**src/rtl/gpu_alu_issue.sv**
```systemverilog
// Issue/writeback stage for the GPU ALU: register file, operand issue with WB forwarding,
// result capture and writeback, load-immediate and a combinational debug read port.
module gpu_alu_issue #(
   parameter int DATA_WIDTH = 16,
   parameter int CTRL_WIDTH = 2,
   parameter int NUM_REGS   = 8,
   parameter int ADDR_WIDTH = 3
) (
   input  logic                  clk,
   input  logic                  rst_n,
   input  logic                  cmd_valid,
   output logic                  cmd_ready,
   input  logic [2:0]            cmd_op,
   input  logic [ADDR_WIDTH-1:0] cmd_rd,
   input  logic [ADDR_WIDTH-1:0] cmd_ra,
   input  logic [ADDR_WIDTH-1:0] cmd_rb,
   input  logic [DATA_WIDTH-1:0] cmd_imm,
   output logic [DATA_WIDTH-1:0] alu_inA,
   output logic [DATA_WIDTH-1:0] alu_inB,
   output logic [CTRL_WIDTH-1:0] alu_ctrl,
   input  logic [DATA_WIDTH-1:0] alu_out,
   output logic                  wb_valid,
   output logic [ADDR_WIDTH-1:0] wb_addr,
   output logic [DATA_WIDTH-1:0] wb_data,
   output logic                  err,
   output logic                  busy,
   input  logic [ADDR_WIDTH-1:0] dbg_addr,
   output logic [DATA_WIDTH-1:0] dbg_data
);

   localparam logic [2:0] OP_LOADI = 3'd4;

   typedef enum logic [1:0] {
      IDLE = 2'd0,
      EXEC = 2'd1,
      WB   = 2'd2
   } state_t;

   state_t                  state_reg;
   state_t                  state_next;
   state_t                  accept_target;
   logic [ADDR_WIDTH-1:0]   rd_reg;
   logic [DATA_WIDTH-1:0]   result_reg;
   logic [DATA_WIDTH-1:0]   regs [NUM_REGS];
   logic [NUM_REGS-1:0]     wr_sel;
   logic [DATA_WIDTH-1:0]   op_a;
   logic [DATA_WIDTH-1:0]   op_b;
   logic                    accept;
   logic                    is_alu;
   logic                    is_loadi;
   logic                    is_rsvd;

   assign is_alu   = ~cmd_op[2];
   assign is_loadi = (cmd_op == OP_LOADI);
   assign is_rsvd  = cmd_op[2] & (|cmd_op[1:0]);
   assign accept   = cmd_valid & cmd_ready;

   // Next state, ready, and where an accepted command takes the FSM.
   always_comb begin
      cmd_ready     = 1'b0;
      state_next    = state_reg;
      accept_target = IDLE;
      if (is_alu)
         accept_target = EXEC;
      else if (is_loadi)
         accept_target = WB;
      case (state_reg)
         IDLE: begin
            cmd_ready = 1'b1;
            if (cmd_valid)
               state_next = accept_target;
         end
         EXEC: state_next = WB;
         WB: begin
            cmd_ready  = 1'b1;
            state_next = cmd_valid ? accept_target : IDLE;
         end
         default: state_next = IDLE;
      endcase
   end

   always_ff @(posedge clk or negedge rst_n) begin
      if (!rst_n)
         state_reg <= IDLE;
      else
         state_reg <= state_next;
   end

   // The write of the in-flight result lands on the same edge that issues the
   // next command, so the file is stale for rd during WB; bypass it.
   always_comb begin
      op_a = regs[cmd_ra];
      op_b = regs[cmd_rb];
      if (state_reg == WB && cmd_ra == rd_reg)
         op_a = result_reg;
      if (state_reg == WB && cmd_rb == rd_reg)
         op_b = result_reg;
   end

   always_ff @(posedge clk or negedge rst_n) begin
      if (!rst_n) begin
         rd_reg     <= '0;
         result_reg <= '0;
         alu_inA    <= '0;
         alu_inB    <= '0;
         alu_ctrl   <= '0;
         err        <= 1'b0;
      end else begin
         err <= accept & is_rsvd;
         if (accept && is_alu) begin
            alu_inA  <= op_a;
            alu_inB  <= op_b;
            alu_ctrl <= cmd_op[CTRL_WIDTH-1:0];
            rd_reg   <= cmd_rd;
         end
         if (accept && is_loadi) begin
            result_reg <= cmd_imm;
            rd_reg     <= cmd_rd;
         end else if (state_reg == EXEC) begin
            result_reg <= alu_out;
         end
      end
   end

   genvar gi;
   generate
      for (gi = 0; gi < NUM_REGS; gi++) begin : g_wr_sel
         assign wr_sel[gi] = (state_reg == WB) && (rd_reg == ADDR_WIDTH'(gi));
      end
   endgenerate

   always_ff @(posedge clk or negedge rst_n) begin
      if (!rst_n) begin
         for (int i = 0; i < NUM_REGS; i++)
            regs[i] <= '0;
      end else begin
         for (int i = 0; i < NUM_REGS; i++)
            if (wr_sel[i])
               regs[i] <= result_reg;
      end
   end

   assign wb_valid = (state_reg == WB);
   assign wb_addr  = rd_reg;
   assign wb_data  = result_reg;
   assign busy     = (state_reg != IDLE);
   assign dbg_data = regs[dbg_addr];

endmodule

```
**config.mk**
```make
export PLATFORM = sky130hd
export DESIGN_NAME = gpu_alu_issue
export DESIGN_NICKNAME = d
export VERILOG_FILES = /design/src/rtl/gpu_alu_issue.sv
export SDC_FILE = /design/constraint.sdc
export NUM_CORES = 1
export LEC_CHECK = 0
export BUFFER_PORTS_ARGS = -buffer_cell sky130_fd_sc_hd__buf_4
export CAP_MARGIN = 30
export CORE_ASPECT_RATIO = 0.6
export CORE_UTILIZATION = 55
export CTS_CLUSTER_SIZE = 10
export DETAILED_ROUTE_END_ITERATION = 8
export MAX_ROUTING_LAYER = met4
export PLACE_DENSITY = 0.83
export SYNTH_ARGS = -nofsm -noshare
export SYNTH_HDL_FRONTEND = slang
export SYNTH_SLANG_ARGS = --single-unit
```
**constraint.sdc**
```tcl
create_clock -name clk -period 2.2 [get_ports clk]
set_clock_uncertainty 0.15 [all_clocks]
set_input_delay 0.11 -clock clk [delete_from_list [all_inputs] [get_ports clk]]
set_output_delay 0.11 -clock clk [all_outputs]
set_load 0.02 [all_outputs]
```
Yosys cells after proc, flatten, opt, wreduce, memory -nomap -nowiden
Cells that the tools add are included.
{"block": "op_classes", "n_addsub": 0, "n_mul": 0, "div_mod_pow": 0, "n_lt_le_gt_ge": 3, "n_eq_ne": 13, "n_shift": 0, "mux": 21, "bitwise_logic": 7, "reduce_logical": 19}
{"cell": "2-to-1 mux 16 bit", "n": 10}
{"cell": "binary-select mux 16 bit (select 3 bit)", "n": 3}
{"cell": "equality test 3 bit (second input constant)", "n": 5}
{"cell": "greater-or-equal comparator 4 bit (second input constant)", "n": 3}
{"cell": "logical AND 1 bit", "n": 12}
{"cell": "inverter 3 -> 4 bit", "n": 3}
{"cell": "2-to-1 mux 2 bit", "n": 4}
{"cell": "equality test 3 x 2 -> 1 bit (second input constant)", "n": 2}
{"cell": "equality test 3 bit", "n": 2}
{"cell": "2-to-1 mux 3 bit", "n": 2}
{"cell": "one-hot mux 2 bit (3 select lines)", "n": 1}
{"cell": "nonzero test 2 bit", "n": 3}
{"cell": "OR reduction 2 bit", "n": 2}
{"cell": "AND 1 bit", "n": 3}
{"cell": "equality test 3 x 1 -> 1 bit (second input constant)", "n": 1}
{"cell": "logical NOT 3 bit", "n": 1}
{"cell": "equality test 2 x 1 -> 1 bit (second input constant)", "n": 1}
{"cell": "equality test 2 bit (second input constant)", "n": 1}
{"cell": "logical NOT 2 bit", "n": 1}
{"cell": "!= test 2 bit (second input constant)", "n": 1}
{"cell": "2-to-1 mux 1 bit", "n": 1}
{"cell": "inverter 1 bit", "n": 1}
{"block": "totals", "regBits": 184, "latch_bits": 0, "ram_bits": 0, "romBits": 0, "input_bits": 50, "out_inout_bits": 73, "word_cells": 78, "memories": 0}

Depth between registers and ports, before layout
{"block": "logic_depth", "depth_word": 7, "ltp_mapped": 7, "mapped_depth_nobuf": 5}

Least setup slack after synthesis
No wires, ideal clock.
{"block": "synth_path", "path_kind": "reg-to-reg", "startpoint": "reg state_reg[0]", "endpoint": "reg regs[69] in the netlist's numbering", "arrival_time_ps": 1836, "t_required_ps": 1925, "path_slack_ps": 89, "path_stages_with_launch": 7, "path_buffers": 1, "synth_period_minus_slack_ps": 2111, "cell_sequence": "dfrtp_1 > nand2b_4 > inv_1 > nand2_2 > nor3b_2 > buf_4 > mux2_2"}
{"block": "synth_between", "elab_chain_cells": 2}
{"element": "from (decl)", "line": "39", "text": "state_t state_reg;"}
{"element": "from (signal assigned)", "line": "86", "text": "state_reg <= state_next;"}
{"element": "equality test 2 bit"}
{"element": "via wb_valid", "line": "22", "text": "output logic wb_valid,"}
{"element": "logical AND 1 bit", "line": "128", "text": "assign wr_sel[gi] = (state_reg == WB) && (rd_reg == ADDR_WIDTH'(gi));"}
{"element": "to (signal, indexed assignment)", "line": "139", "text": "regs[i] <= result_reg;"}
{"element": "to (decl)", "line": "44", "text": "logic [DATA_WIDTH-1:0] regs [NUM_REGS];"}
The timed path passes the listed nets, and every way through them passes these cells.
A chain may end at the register's enable or synchronous reset.

Final worst setup path
{"block": "layout_path", "startpoint": "reg regs[20] in the netlist's numbering", "endpoint": "out dbg_data[4]"}
{"block": "layout_between", "elab_chain_cells": 3}
{"element": "binary-select mux 16 bit (select 3 bit)", "line": "147", "text": "assign dbg_data = regs[dbg_addr];"}
{"element": "2-to-1 mux 16 bit (implied by the code) (2 in series)", "line": "147"}
{"element": "to (decl)", "line": "28", "text": "output logic [DATA_WIDTH-1:0] dbg_data"}
Every way passes these cells. The select of a mux whose other input is x is not followed.

==> results.md <==
Power:
- The analysis attributes to net switching a power of 5.19 mW.
- The analysis attributes to cell leakage a power of 5.56 nW.
- The worst ir drop on vdd is 596 µV.
- The power density over cell area is 1210 nW/µm².
- The internal power component is 9.89 mW.
- Of the total power, the clock network draws 0.200.
- The switching part of the total power is 0.344.
- The share of total power dissipated in sequential elements is 0.430.
- The proportion of power drawn by combinational gates is 0.371.

Clock network:
- In this run the deepest clock path goes through 2 buffers.
- In this run, CTS created clock tree buffers numbering 17.
- The clock transition time at the flip-flop clock pins of the worst setup and hold paths is 70 ps.
- The clock latency on the worst-skew pair is 440 ps.
- The library cell used as clock root buffer is clkbuf_16.
- The tree built by TritonCTS fans out to 184 sinks.
- TritonCTS built the clock tree.
- The number of H-tree branching levels is 4.
- After clock tree synthesis, the repair step resized 0 gates.

Outcome:
- The run finished with clean final reports.

Critical path:
- The kind of start point of the critical path is a register.
- The start-to-end type of the worst setup path is register to primary output.
- The top fanout value on the critical path is 4.
- The required time of the critical path is 1940 ps.
- The arrival time reported for the critical path endpoint is 1850 ps.
- The worst setup path is captured at a primary output.

GRT:
- The maximum number of pins on one net before global-route repair is 65.
- The via count of the first global-routing pass is 7512.
- The number of antenna violations at the first check in global routing is 0.
- The total overflow reported by the global router is 0.
- For this run, the total global-route usage over all layers was measured as 0.323.
- The first global-routing pass estimated 43.7 mm of wire.

Logic synthesis:
- By area the synthesized netlist is led by dfrtp_1, mux4_2, mux2_2.
- Of the post-synthesis cell area, the dominant cell type holds 0.451.
- The cell count after synthesis is 697.
- The number of warning messages in the yosys log is 0.
- A synthesized cell averages 14.6 µm².
- After synthesis the netlist holds a flip-flop and latch count of 184.
- Summed over all instances, the cell type with the most area after synthesis is dfrtp_1.
- The synthesized net count is 747.
- The portion of the post-synthesis area used by sequential elements is 0.451.
- The cell area that synthesis handed to floorplanning was 10200 µm².
- The number of distinct library cells after synthesis is 39.

Final layout:
- The top cell types in the final layout, fill and taps aside, are dfrtp_1, mux2_2, buf_4.
- The area taken by multi-input logic gates is 5230 µm².
- The most flop-heavy register is regs.
- From synthesis to final layout, the design area changed by 21.8%.
- In the final layout, the share of cells above drive strength 1 is 0.498.
- The total area of sequential cells is 4600 µm².
- Measured on the finished design, the core utilization comes to 0.686.
- The count of nets after finishing is 894.
- The number of antenna repair diodes is 0.
- The register with the most flip-flops in the layout has 128 of them.
- The fill cell total of the finished layout is 1153.
- The most common library cell in the layout ignoring fill and taps is dfrtp_1.

STA:
- Based on the critical path, the design can be clocked at up to 0.473 GHz.
- At the pin with the least slew margin, the transition time is 712 ps.
- The worst pin sits at a relative slew slack of 0.525.
- Setup repair after global routing left no endpoint under its margin.
- The total count of max-transition violations in the final report is 0.
- The final count of hold timing violations is 0.
- Summed over all failing endpoints, the final setup total negative slack is 0 ps.
- The total of endpoints with negative setup slack in the final report is 0.
- Dividing the final minimum period by the clock period gives 0.960.
- The post-route minimum period is 2110 ps.

Die:
- The die is 107 µm tall.
- In this run the horizontal extent of the chip is 178 µm.
- The floorplan step defined a die boundary enclosing 19100 µm².
- For this configuration, the core starts out at a cell density of 0.563.
- 123 I/O pins were placed.
- The area inside the core boundary is 18100 µm².
- The count of standard-cell rows is 38.

Placed design:
- The congestion estimate from routability-driven global placement came to 0.865.
- The count of input and output buffers is 122.
- The HPWL after detailed placement is 17.9 mm.

Routing:
- The count of nets left with antenna violations once routing finished came out at 0.
- Using the TritonRoute via totals, the vias-per-cell ratio works out to 6.60.
- The detailed router finished its first iteration with 747 violations.
- For this run, the detailed router's first-pass iteration total came to 7.
- Wires add up to 27.9 mm.
- Dividing the detail-routed wire length by the instance count gives 25.4 µm.
- The number of remaining DRC errors is 0.
- Across all layers, the routed design uses 7239 vias.

Min path:
- The path class of the tightest hold or removal check is input pin to register.

Flow run:
- The max-capacitance violation count is 0.
-- cells in the mapped netlist --
cell type / n
nand3b_1: 3
dfrtp_1: 184
nor2_1: 10
o21a_1: 2
nand2_2: 1
nand2_1: 29
buf_8: 1
xnor2_1: 6
buf_12: 1
or2_2: 2
nand2b_4: 1
mux4_1: 18
a221o_1: 11
mux2_2: 151
nor3b_4: 1
clkbuf_1: 33
nor3b_2: 1
nor2b_1: 11
and4b_1: 1
nand3_1: 4
buf_1: 5
o22ai_1: 11
buf_2: 25
nor3_1: 1
buf_6: 1
a22oi_1: 5
buf_4: 3
nor2_2: 1
nand4b_1: 1
o21ai_0: 27
a221oi_1: 5
mux4_2: 78
nand2b_1: 2
nor3_2: 1
mux2i_1: 37
nand4bb_1: 1
inv_1: 9
a21oi_1: 11
mux2_1: 2
-- per-stage QoR --
stage	instances	worst slack, ps	power, mW	hold slack (ps)	instance area (µm²)
after global placement	1025	231	11.5	-11.5	11500
after floorplan	697	89.5	9.86	-336	10200
after CTS	1097	94.2	15.0	23.9	12400
after detailed placement	1025	200	11.9	5.72	11500
final	1097	87.7	15.1	34.7	12400
after global routing	1097	66.6	15.8	52.2	12400
-- worst max-delay path, stage by stage, from the launching register on --
cell	delay, ps
dfrtp_1	440
mux4_2	510
mux2_2	310
buf_4	160
-- layer usage --
layer / wire [µm] / GRT usage / vias to the layer above
li1: - / - / 3005
met1: 11000 / 0.424 / 3741
met2: 13500 / 0.492 / 431
met3: 2660 / 0.0787 / 62
met4: 747 / 0.123 / 0
met5: 0 / - / -
-- worst paths after layout --
check                            start     endpoint  slack (ps)  cells past startpoint
max reg2reg                 wb_addr[1]   alu_inA[7]         200                      5
max in group asynchronous        rst_n     regs[96]        1080                      3
min                          cmd_valid  alu_ctrl[0]          30                      5
min in group asynchronous        rst_n     regs[34]          90                      2
max                           regs[20]  dbg_data[4]          90                      3
min reg2reg                alu_ctrl[0]  alu_ctrl[0]         340                      2
-- cells by family (layout without fill, tap and decap cells) --
logic type                Yosys count  after routing  synth area share
AOI/OAI and AO/OA                  72             72            0.0456
xor gates and xnor gates            6              6           0.00515
buffers and inverters              78            238            0.0363
DFF                               184            184             0.451
muxes                             286            286             0.424
and+or+nand+nor                    71             71            0.0378
-- power by group through the flow --
stage,clock [mW],sequential (mW),combinational [mW]
floorplan,0,6.10,3.76
global placement,0,6.21,5.28
detailed placement,0,6.43,5.50
CTS,3.02,6.40,5.61
global route,3.15,6.67,5.94
finish,3.01,6.48,5.59
-- area by class of cell --
type	count	area share
flip-flops and latches	184	0.370
inverters	9	0.00272
repair buffers	197	0.135
multi-input cells	435	0.421
clock inverters	13	0.00987
clock buffers	19	0.0364
well taps	240	0.0242
-- timing repair --
item                      CTS  global route
hold endpoints to repair   87             0
setup buffers               0             0
hold buffers               40             0
No activity file was read; power rests on OpenSTA's default activity.
